### config.mk
export PLATFORM = sky130hd
export DESIGN_NAME = conv_patch_addr_gen
export DESIGN_NICKNAME = d
export VERILOG_FILES = /design/src/rtl/conv_patch_addr_gen.sv
export SDC_FILE = /design/constraint.sdc
export NUM_CORES = 1
export LEC_CHECK = 0
export ABC_AREA = 1
export CAP_MARGIN = 5
export CORE_MARGIN = 1.5
export CORE_UTILIZATION = 36
export DETAILED_ROUTE_END_ITERATION = 8
export GPL_TIMING_DRIVEN = 1
export SKIP_LAST_GASP = 1
export SYNTH_ARGS = -nofsm -noshare
export SYNTH_HDL_FRONTEND = slang
export SYNTH_SLANG_ARGS = --single-unit
### constraint.sdc
create_clock -name clk -period 3.1 [get_ports clk]
set_clock_uncertainty 0.05 [all_clocks]
set_input_delay 0.62 -clock clk [delete_from_list [all_inputs] [get_ports clk]]
set_output_delay 0.62 -clock clk [all_outputs]
set_load 0.005 [all_outputs]
### src/rtl/conv_patch_addr_gen.sv
// Window position tracker and K-row read-burst address generator for a KxK
// sliding-window convolution over an IMG_H x IMG_W feature map.
module conv_patch_addr_gen #(
    parameter int IMG_W  = 28,
    parameter int IMG_H  = 28,
    parameter int K      = 3,
    parameter int STRIDE = 1,
    parameter int ADDR_W = 10,
    localparam int OUT_W   = (IMG_W - K) / STRIDE + 1,
    localparam int OUT_H   = (IMG_H - K) / STRIDE + 1,
    localparam int OUT_MAX = (OUT_W > OUT_H) ? OUT_W : OUT_H,
    localparam int CW      = (OUT_MAX > 1) ? $clog2(OUT_MAX) : 1
) (
    input  logic              clk,
    input  logic              rst_n,
    input  logic              addr_req,
    input  logic              counter_enable,
    input  logic              restart,
    output logic [ADDR_W-1:0] rd_addr,
    output logic              rd_valid,
    output logic [ADDR_W-1:0] wr_addr,
    output logic [CW-1:0]     patch_row,
    output logic [CW-1:0]     patch_col,
    output logic              done
);

    localparam int BW = (K > 1) ? $clog2(K) : 1;
    localparam logic [ADDR_W-1:0] ROW_PITCH    = ADDR_W'(IMG_W);
    localparam logic [ADDR_W-1:0] WIN_ROW_STEP = ADDR_W'(STRIDE * IMG_W);
    localparam logic [ADDR_W-1:0] WIN_COL_STEP = ADDR_W'(STRIDE);
    localparam logic [CW-1:0]     LAST_COL     = CW'(OUT_W - 1);
    localparam logic [CW-1:0]     LAST_ROW     = CW'(OUT_H - 1);
    localparam logic [BW-1:0]     LAST_BEAT    = BW'(K - 1);

    // The whole map must be addressable, otherwise base/rd_addr would wrap.
    if (IMG_W * IMG_H > 2 ** ADDR_W) begin : g_addr_range_check
        $error("conv_patch_addr_gen: IMG_W*IMG_H exceeds 2**ADDR_W");
    end

    typedef enum logic {
        IDLE,
        BURST
    } state_e;

    state_e            state_q;
    logic [BW-1:0]     beat_q;
    logic [ADDR_W-1:0] rd_addr_q;
    logic              rd_valid_q;
    logic [CW-1:0]     row_q, row_d;
    logic [CW-1:0]     col_q, col_d;
    logic [ADDR_W-1:0] wr_q, wr_d;
    logic              done_q, done_d;
    logic [ADDR_W-1:0] base_d;

    // On the final patch the position holds and only done rises.
    always_comb begin
        row_d  = row_q;
        col_d  = col_q;
        wr_d   = wr_q;
        done_d = done_q;
        base_d = ADDR_W'(row_q) * WIN_ROW_STEP + ADDR_W'(col_q) * WIN_COL_STEP;
        if (counter_enable && !done_q) begin
            if (col_q == LAST_COL) begin
                if (row_q == LAST_ROW) begin
                    done_d = 1'b1;
                end else begin
                    col_d = '0;
                    row_d = row_q + 1'b1;
                    wr_d  = wr_q + 1'b1;
                end
            end else begin
                col_d = col_q + 1'b1;
                wr_d  = wr_q + 1'b1;
            end
        end
    end

    always_ff @(posedge clk) begin
        if (!rst_n || restart) begin
            row_q  <= '0;
            col_q  <= '0;
            wr_q   <= '0;
            done_q <= 1'b0;
        end else begin
            row_q  <= row_d;
            col_q  <= col_d;
            wr_q   <= wr_d;
            done_q <= done_d;
        end
    end

    // base_d is taken from the pre-increment position, so a burst requested
    // together with counter_enable still fetches the current patch.
    always_ff @(posedge clk) begin
        if (!rst_n || restart) begin
            state_q    <= IDLE;
            beat_q     <= '0;
            rd_addr_q  <= '0;
            rd_valid_q <= 1'b0;
        end else begin
            case (state_q)
                IDLE: begin
                    if (addr_req && !done_q) begin
                        state_q    <= BURST;
                        beat_q     <= '0;
                        rd_addr_q  <= base_d;
                        rd_valid_q <= 1'b1;
                    end
                end
                BURST: begin
                    if (beat_q == LAST_BEAT) begin
                        state_q    <= IDLE;
                        beat_q     <= '0;
                        rd_addr_q  <= '0;
                        rd_valid_q <= 1'b0;
                    end else begin
                        beat_q    <= beat_q + 1'b1;
                        rd_addr_q <= rd_addr_q + ROW_PITCH;
                    end
                end
                default: begin
                    state_q    <= IDLE;
                    beat_q     <= '0;
                    rd_addr_q  <= '0;
                    rd_valid_q <= 1'b0;
                end
            endcase
        end
    end

    assign rd_addr   = rd_addr_q;
    assign rd_valid  = rd_valid_q;
    assign wr_addr   = wr_q;
    assign patch_row = row_q;
    assign patch_col = col_q;
    assign done      = done_q;

endmodule

==> impl_metrics.csv, run 1 <==
group,metric,value,unit
outcome,status,"finished, final reports clean",
cts,clk_latency,0.28,ns
worst_setup_path,slowest_stage,"dfxtp_1",
cts,cts.repair.resized,0,
drt,antenna_left,0,
timing,maxSlewHeadroom,66.43,%
floorplanning,rows,28,
drt,vias_per_cell,4.680,
placed_design,dpl.hpwl,3612,um
timing,setup_viol,0,
worst_setup_path,worst_setup_path_end_kind,"flop",
pwr,p_per_area,329.5,nW/um2
worst_setup_path,timing_worst_setup_path_type,"flop to flop",
worst_setup_path,timing.critical_path.required,3.28,ns
global_routing,antenna_found_initial,0,
layout,fin_nets,363,
yosys,synth_most_common_cell,"nand2_1",
timing,period_share,85.22,%
worst_setup_path,crit_fanout,8,
timing,final.setup.tns,0,ns
cts,cts_setup_buffers,0,
cts,cts_sinks,35,
drt,drcViolationCount,0,
cts,clockBufferDepth,2,
timing,min_period,2.642,ns
floorplanning,die_w,82.21,um
timing,maxSlewViolCount,0,
placed_design,port_buffers,36,
yosys,synth_nets,324,
drt,dr.pass1.iters,4,
cts,hold_buffers,0,
yosys,syn_inst,295,
floorplanning,die_area,6758,um2
pwr,power.leakage,1.132,nW
global_routing,grt_max_degree,20,
timing,max_freq,0.3785,GHz
yosys,yosys-top-cells-count,"nand2_1 (52), inv_1 (38), dfxtp_1 (35)",
layout,diodes,0,
yosys,synth_area,2258,um2
floorplanning,start_util,37.70,%
yosys,syn_avg_cell_area,7.656,um2
yosys,synth_top_area_share,31.02,%
worst_setup_path,crit_path_max_incr_delay,0.57,ns
global_routing,grt-ovfl-total,0,
worst_setup_path,cp.buffers_inverters,1,
worst_setup_path,critPathTopFamily,"adder cells",
yosys,ys.flop_type,"dfxtp_1",
layout,drive_gt1_share,11.64,%
timing,worst_slew_pin_slew,0.5030,ns
timing,grt_setup_unrepaired,"no",
pwr,peakVddDrop,0.0002027,V
timing,hold_viol,0,
worst_setup_path,cp_cell_sequence,"fa_1, ha_1, fa_1, inv_1, nor2_4, nand2_2, nor2_4, nand2_1, nand2_1, nand3_2, a21oi_2",
yosys,synth_top_area_cell,"dfxtp_1",
global_routing,grt_pass1_wl,7817,um
floorplanning,ios,37,
timing,hold_ws,0.4120,ns
drt,wl_per_cell,11.70,um
cts,clkTransAtPathRegs,0.07,ns
cts,cts_root_buffer,"clkbuf_8",
yosys,synth.area.top_cells,"dfxtp_1 (31%), ha_1 (10%), nand2_1 (8.6%), inv_1 (6.3%), a21oi_1 (6.0%)",
drt,vias,1919,
cts,cts_tree,"built",
drt,wl,4795,um
cts,numCtsBuffers,5,
pwr,total_power,0.0009194,W
floorplanning,chipHeight,82.21,um
layout,syn_to_final_growth,23.55,%
global_routing,grt_pass1_vias,1682,
run,max_cap_viol_count,0,
worst_setup_path,crit_path_start_kind,"flop",
yosys,synth-seq-cells,35,
worst_setup_path,arrival,2.82,ns
yosys,ys_seq_area_share,31.02,%
yosys,async_flop_share,0,%
global_routing,track_usage,15.32,%
hold_path,min_path_type,"flop to flop",
cts,htree_num_levels,2,
drt,drt_first_iter_violations,74,
yosys,ys_types,36,
layout,fin_util,46.57,%
yosys,ys_warn_count,0,
floorplanning,coreArea,5991,um2
placed_design,gp_congestion,0.8081,
yosys,synth_edf_count,0,
[where the power goes]
group	total, W	internal, W	switching [W]
registers	0.000466	0.000457	0.00000892
clock network	0.000371	0.000203	0.000168
logic	0.0000825	0.0000366	0.0000459
[final timing paths]
| kind | depth (start not counted) | endpoint | slack, ns | start |
|---|---|---|---|---|
| setup / recovery | 11 | rd_addr[9]$_SDFFE_PP0P_ | 0.46 | patch_row[2]$_SDFFE_PP0P_ |
| hold / removal | 2 | rd_addr[1]$_SDFFE_PP0P_ | 0.41 | rd_addr[1]$_SDFFE_PP0P_ |
| setup reg to reg | 11 | rd_addr[9]$_SDFFE_PP0P_ | 0.46 | patch_row[2]$_SDFFE_PP0P_ |
| hold reg to reg | 2 | rd_addr[1]$_SDFFE_PP0P_ | 0.41 | rd_addr[1]$_SDFFE_PP0P_ |
[cell type report]
class	instances	area, um2
multi-input combinational	212	1366
tap	75	93.84
timing repair buffer	37	367.9
clock buffer	8	100.1
fill	614	3201
inverter	43	161.4
sequential	35	700.7
[flip-flops by register name, indices dropped and copies added, names as in the netlist]
name / count
rd_addr: 10
beat_q: 2
patch_col: 5
done: 1
rd_valid: 1
patch_row: 5
wr_addr: 10
state_q: 1
[worst register-to-register path: stages (launching register included)]
cell     delay [ns]
dfxtp_1        0.57
fa_1           0.49
ha_1           0.25
fa_1           0.55
inv_1          0.09
nor2_4         0.11
nand2_2        0.07
nor2_4         0.12
nand2_1        0.05
nand2_1        0.06
nand3_2        0.06
a21oi_2        0.11
[per-stage QoR]
stage                     cell area, um2  setup WS, ns  instances
after floorplan                     2258        0.5987        295
after global placement              2690        0.5330        402
after detailed placement            2690        0.4736        402
after CTS                           2790        0.4517        410
after global routing                2790        0.2861        410
final                               2790        0.4582        410
[routing by layer]
metal | GRT usage, % | vias to the layer above | wire length (um)
li1 | - | 1049 | -
met1 | 21.61 | 842 | 2525
met2 | 23.01 | 26 | 2089
met3 | 3.626 | 2 | 154
met4 | 4.576 | 0 | 26
met5 | 0 | - | 0
[cell families after synthesis]
| family | count (synthesis) | share of synthesized area [%] |
|---|---|---|
| adders and majority gates | 24 | 15.29 |
| and+or+nand+nor | 125 | 28.64 |
| AOI/OAI and AO/OA | 61 | 15.79 |
| buffers and inverters | 48 | 8.476 |
| DFF | 35 | 31.02 |
| xor gates and xnor gates | 2 | 0.7758 |
[layout by cell type (no fill, tap or decap), types with 2 or more instances in the layout]
| master | instances |
|---|---|
| clkbuf_8 | 7 |
| nand3_2 | 4 |
| inv_1 | 38 |
| nor2_2 | 2 |
| nor2_4 | 5 |
| or2_2 | 2 |
| ha_1 | 18 |
| a221oi_1 | 4 |
| a21oi_2 | 2 |
| a21oi_1 | 27 |
| nand2_2 | 6 |
| inv_2 | 4 |
| nand4_1 | 3 |
| o21ai_0 | 17 |
| or2_1 | 2 |
| nand2_1 | 52 |
| dfxtp_1 | 35 |
| fa_1 | 6 |
| a31oi_1 | 3 |
| nor2_1 | 17 |
| nor3_1 | 2 |
| clkdlybuf4s50_1 | 36 |
| o21a_1 | 4 |
| nand2_4 | 2 |
| nand3_1 | 25 |
Note: power is estimated with default switching activity, not from simulation.
==> run 2, diff against run 1 <==
CORE_UTILIZATION = 53   (was 36)
PLACE_DENSITY = 0.79   (was not set)
RECOVER_POWER = 100   (was not set)
==> impl_metrics.csv, run 2 (synthesized netlist as in run 1, its figures left out) <==
group,metric,value,unit
worst_setup_path,worst_setup_path_end_kind,"flop",
worst_setup_path,critPathTopFamily,"adder cells",
timing,final.setup.tns,0,ns
worst_setup_path,slowest_stage,"dfxtp_1",
worst_setup_path,arrival,2.92,ns
pwr,pwr-share-clk,43.6,%
cts,numCtsBuffers,5,
drt,antenna_left,0,
cts,cts_tree,"built",
pwr,internal_power,0.0007279,W
timing,worst_slew_pin_slew,0.8698,ns
global_routing,antenna_found_initial,0,
layout,num-fill-cells,351,
timing,period_share,88.41,%
floorplanning,ios,37,
drt,dr.pass1.iters,4,
global_routing,grt_pass1_vias,1811,
worst_setup_path,crit_path_max_incr_delay,0.58,ns
cts,cts_root_buffer,"clkbuf_8",
worst_setup_path,rrSetupSlack,0.36,ns
layout,layout_commonest_cell,"nand2_1",
worst_setup_path,worstSetupPathDepth,11,
pwr,p_seq_share,48.5,%
floorplanning,start_util,55.66,%
placed_design,port_buffers,36,
drt,vias,2036,
drt,drt_first_iter_violations,225,
pwr,power.leakage,1.237,nW
timing,maxSlewViolCount,0,
global_routing,grt_pass1_wl,7665,um
cts,hold_buffers,0,
placed_design,gp_congestion,0.7652,
layout,syn_to_final_growth,19.83,%
layout,most-common-layout-cells,"nand2_1 (55), inv_1 (39), dfxtp_1 (35)",
placed_design,placed_cell_area,2659,um2
timing,maxSlewHeadroom,42.01,%
placed_design,dpl.hpwl,3424,um
outcome,status,"finished, final reports clean",
worst_setup_path,rr_worst_depth,11,
pwr,p_sw_share,24.22,%
global_routing,grt-ovfl-total,0,
cts,clkTransAtPathRegs,0.07,ns
worst_setup_path,timing_worst_setup_path_type,"flop to flop",
floorplanning,die_w,68.28,um
drt,wl_per_cell,12.10,um
floorplanning,coreArea,4058,um2
floorplanning,rows,23,
cts,htree_num_levels,2,
worst_setup_path,crit_fanout,8,
timing,setup_viol,0,
pwr,p_switching,0.0002326,W
layout,fin_nets,363,
global_routing,grt_max_degree,21,
worst_setup_path,timing.critical_path.required,3.28,ns
worst_setup_path,crit_path_start_kind,"flop",
worst_setup_path,cp_cell_sequence,"fa_1, ha_1, fa_1, inv_1, nor2_1, nand2_2, nor2_1, nand2_1, nand2_1, nand3_2, a21oi_1",
cts,cts_setup_buffers,0,
layout,drive_gt1_share,7.761,%
global_routing,track_usage,21.93,%
hold_path,min_path_type,"flop to flop",
hold_path,min_from,"rd_addr[0]$_SDFFE_PP0P_",
layout,register_area,700.7,um2
drt,vias_per_cell,5.288,
cts,cts.repair.resized,0,
drt,wl,4659,um
timing,max_freq,0.3649,GHz
hold_path,worstHoldPathCells,2,
worst_setup_path,r2r-start,"patch_row[2]$_SDFFE_PP0P_",
worst_setup_path,r2r_end,"rd_addr[9]$_SDFFE_PP0P_",
timing,hold_viol,0,
cts,cts_sinks,35,
layout,diodes,0,
layout,multi_input_area,1305,um2
cts,clk_latency,0.30,ns
pwr,p_per_area,354.9,nW/um2
worst_setup_path,cp.buffers_inverters,1,
timing,min_period,2.741,ns
pwr,peakVddDrop,0.0002367,V
hold_path,worstHoldEndpoint,"rd_addr[0]$_SDFFE_PP0P_",
timing,grt_setup_unrepaired,"no",
layout,finalInstanceArea,2706,um2
floorplanning,die_area,4661,um2
cts,clockBufferDepth,2,
drt,drcViolationCount,0,
floorplanning,chipHeight,68.28,um
pwr,pwr-share-comb,7.9,%
run,max_cap_viol_count,0,
-- run 2: cell type report --
type | instances | area share [%]
timing repair buffer | 37 | 13.45
clock inverter | 3 | 1.618
sequential | 35 | 25.89
inverter | 43 | 5.964
tap | 50 | 2.312
clock buffer | 5 | 2.543
multi-input combinational | 212 | 48.22
-- run 2: per-layer routing --
layer / GRT usage [%] / vias to the layer above / part of all wire [%] / wire (um)
li1: - / 1052 / - / -
met1: 27.95 / 935 / 48 / 2215
met2: 36.17 / 40 / 47 / 2194
met3: 3.947 / 9 / 3.2 / 151
met4: 9.500 / 0 / 2.1 / 98
met5: 0 / - / 0 / 0
-- run 2: power groups by stage --
stage / Combinational (W) / Sequential [W] / Clock [W]
after floorplan: 0.0000549 / 0.000475 / 0
after global placement: 0.0000803 / 0.000476 / 0
after detailed placement: 0.0000824 / 0.000476 / 0
after CTS: 0.0000832 / 0.000466 / 0.000427
after global routing: 0.0000862 / 0.000467 / 0.000439
final: 0.0000758 / 0.000466 / 0.000419
-- run 2: per-stage QoR --
| stage | hold slack (ns) | instances | power, W | worst slack, ns | utilization (%) |
|---|---|---|---|---|---|
| 6_report | 0.4139 | 385 | 0.0009605 | 0.3592 | 66.70 |
| 5_1_grt | 0.4487 | 385 | 0.0009922 | 0.1553 | 66.70 |
| 4_1_cts | 0.4181 | 385 | 0.0009764 | 0.4585 | 68.30 |
| 3_5_place_dp | 0.4092 | 377 | 0.0005588 | 0.4703 | 65.53 |
| 3_3_place_gp | 0.4101 | 377 | 0.0005565 | 0.5484 | 65.53 |
| 2_1_floorplan | 0.4057 | 295 | 0.0005304 | 0.5987 | - |
-- run 2: worst register-to-register path, cell delays in order, from the launching register on --
cell and delay, ns:
dfxtp_1 0.58, fa_1 0.50, ha_1 0.25, fa_1 0.54, inv_1 0.05, nor2_1 0.16
nand2_2 0.07, nor2_1 0.17, nand2_1 0.08, nand2_1 0.07, nand3_2 0.05, a21oi_1 0.11
-- run 2: worst max-delay path by stage --
| stage | start | end |
|---|---|---|
| 6_report | patch_row[2]$_SDFFE_PP0P_ | rd_addr[9]$_SDFFE_PP0P_ |
| 5_1_grt | rst_n | patch_col[3]$_SDFFE_PP0P_ |
| 4_1_cts | patch_row[2]$_SDFFE_PP0P_ | rd_addr[9]$_SDFFE_PP0P_ |
| 3_5_place_dp | patch_row[2]$_SDFFE_PP0P_ | rd_addr[9]$_SDFFE_PP0P_ |
| 3_3_place_gp | patch_row[2]$_SDFFE_PP0P_ | rd_addr[9]$_SDFFE_PP0P_ |
| 2_1_floorplan | patch_row[2]$_SDFFE_PP0P_ | rd_addr[9]$_SDFFE_PP0P_ |
==> run 3, diff against run 2 <==
CORE_ASPECT_RATIO = 1.2   (was not set)
PLACE_DENSITY = 0.78   (was 0.79)
==> impl_metrics.csv, run 3 (synthesized netlist as in run 1, its figures left out) <==
group,metric,value,unit
outcome,status,"finished, final reports clean",
cts,cts_sinks,35,
timing,period_share,87.12,%
pwr,peakVddDrop,0.0002804,V
floorplanning,die_area,4664,um2
cts,cts_tree,"built",
worst_setup_path,crit_path_start_kind,"input port",
placed_design,gp_congestion,0.7711,
worst_setup_path,arrival,2.87,ns
floorplanning,start_util,56.41,%
global_routing,grt-ovfl-total,0,
pwr,p_sw_share,25.66,%
floorplanning,chipHeight,74.51,um
pwr,p_switching,0.0002232,W
placed_design,placed_cell_area,2664,um2
drt,dr.pass1.iters,4,
worst_setup_path,cp-startpoint,"rst_n",
global_routing,antenna_found_initial,0,
drt,wl_per_cell,11.85,um
global_routing,grt_max_degree,21,
global_routing,track_usage,21.34,%
layout,finalInstanceArea,2689,um2
global_routing,grt_pass1_wl,7879,um
pwr,total_power,0.0008696,W
timing,hold_ws,0.4214,ns
cts,hold_buffers,0,
timing,worst_slew_pin_slew,0.9001,ns
cts,clk_latency,0.29,ns
floorplanning,die_w,62.59,um
floorplanning,coreArea,4004,um2
layout,most-common-layout-cells,"nand2_1 (55), inv_1 (39), dfxtp_1 (35)",
floorplanning,rows,25,
placed_design,dpl.hpwl,3524,um
drt,drcViolationCount,0,
cts,cts.repair.resized,0,
timing,setup_viol,0,
cts,numCtsBuffers,5,
hold_path,min_from,"rd_addr[0]$_SDFFE_PP0P_",
cts,cts_setup_buffers,0,
placed_design,port_buffers,36,
timing,maxSlewHeadroom,39.99,%
layout,drive_gt1_share,7.761,%
floorplanning,ios,37,
timing,min_period,2.701,ns
drt,vias_per_cell,5.116,
pwr,power.leakage,1.221,nW
cts,clkTransAtPathRegs,0.07,ns
layout,diodes,0,
pwr,pwr-share-clk,37.8,%
run,max_cap_viol_count,0,
worst_setup_path,timing_worst_setup_path_type,"input port to flop",
layout,layout_commonest_cell,"nand2_1",
global_routing,grt_pass1_vias,1778,
timing,hold_viol,0,
drt,wl,4609,um
timing,maxSlewViolCount,0,
cts,htree_num_levels,2,
timing,max_freq,0.3703,GHz
timing,setup_ws,0.3993,ns
pwr,internal_power,0.0006465,W
drt,antenna_left,0,
drt,vias,1990,
pwr,p_seq_share,53.6,%
pwr,p_per_area,323.4,nW/um2
hold_path,min_path_type,"flop to flop",
worst_setup_path,r2r-start,"patch_row[2]$_SDFFE_PP0P_",
drt,drt_first_iter_violations,98,
cts,clockBufferDepth,2,
worst_setup_path,worst_setup_path_end_kind,"flop",
worst_setup_path,crit_fanout,20,
timing,final.setup.tns,0,ns
timing,grt_setup_unrepaired,"no",
cts,cts_root_buffer,"clkbuf_8",
pwr,pwr-share-comb,8.7,%
layout,fin_nets,363,
placed_design,place_ws,0.4365,ns
worst_setup_path,timing.critical_path.required,3.27,ns
layout,syn_to_final_growth,19.06,%
==> run 3: cell types whose count changed in the layout (fill, tap and decap cells not counted), sizes merged <==
cell | before | now
clkbuf | 6 | 7
clkinvlp | 0 | 1
bufinv | 1 | 0
clkinv | 3 | 2
==> run 3: final timing paths <==
path                          endpoint  slack (ns)  depth (start not counted)
min reg2reg    rd_addr[0]$_SDFFE_PP0P_        0.42                          2
min            rd_addr[0]$_SDFFE_PP0P_        0.42                          2
max          patch_col[3]$_SDFFE_PP0P_        0.40                          8
max reg2reg    rd_addr[9]$_SDFFE_PP0P_        0.43                         11
==> run 3: routing by layer <==
metal / up-vias / GRT usage, % / part of all wire [%]
li1: 1047 / - / -
met1: 899 / 26.52 / 46
met2: 38 / 37.28 / 48
met3: 6 / 4.992 / 4.4
met4: 0 / 6.667 / 1.3
met5: - / 0 / 0
==> run 3: layout make-up <==
cell class	count	area, um2
fillers	385	1315
multi-input cells	212	1310
flip-flops and latches	35	700.7
repair buffers	37	364.1
inverters	43	161.4
clock buffers	6	72.57
well taps	54	67.56
clock inverters	2	12.51
==> run 3: power groups by stage <==
stage | clock [W] | combinational (W) | sequential [W]
floorplan | 0 | 0.0000549 | 0.000475
global placement | 0 | 0.0000805 | 0.000476
detailed placement | 0 | 0.0000818 | 0.000477
CTS | 0.000337 | 0.0000823 | 0.000466
global route | 0.000355 | 0.0000862 | 0.000467
finish | 0.000329 | 0.0000752 | 0.000466
==> run 3: metrics by stage <==
| stage | cells | util (%) |
|---|---|---|
| 2_1_floorplan | 295 | - |
| 3_3_place_gp | 381 | 66.53 |
| 3_5_place_dp | 381 | 66.53 |
| 4_1_cts | 389 | 68.66 |
| 5_1_grt | 389 | 67.16 |
| 6_report | 389 | 67.16 |
==> run 3: critical path, stage by stage <==
cell and delay [ns]:
dlygate4sd3_1 0.52, inv_1 0.04, nor2_1 0.08, clkbuf_1 0.68, inv_1 0.44, nor2_1 0.28
o21ai_1 0.09, a21oi_1 0.11
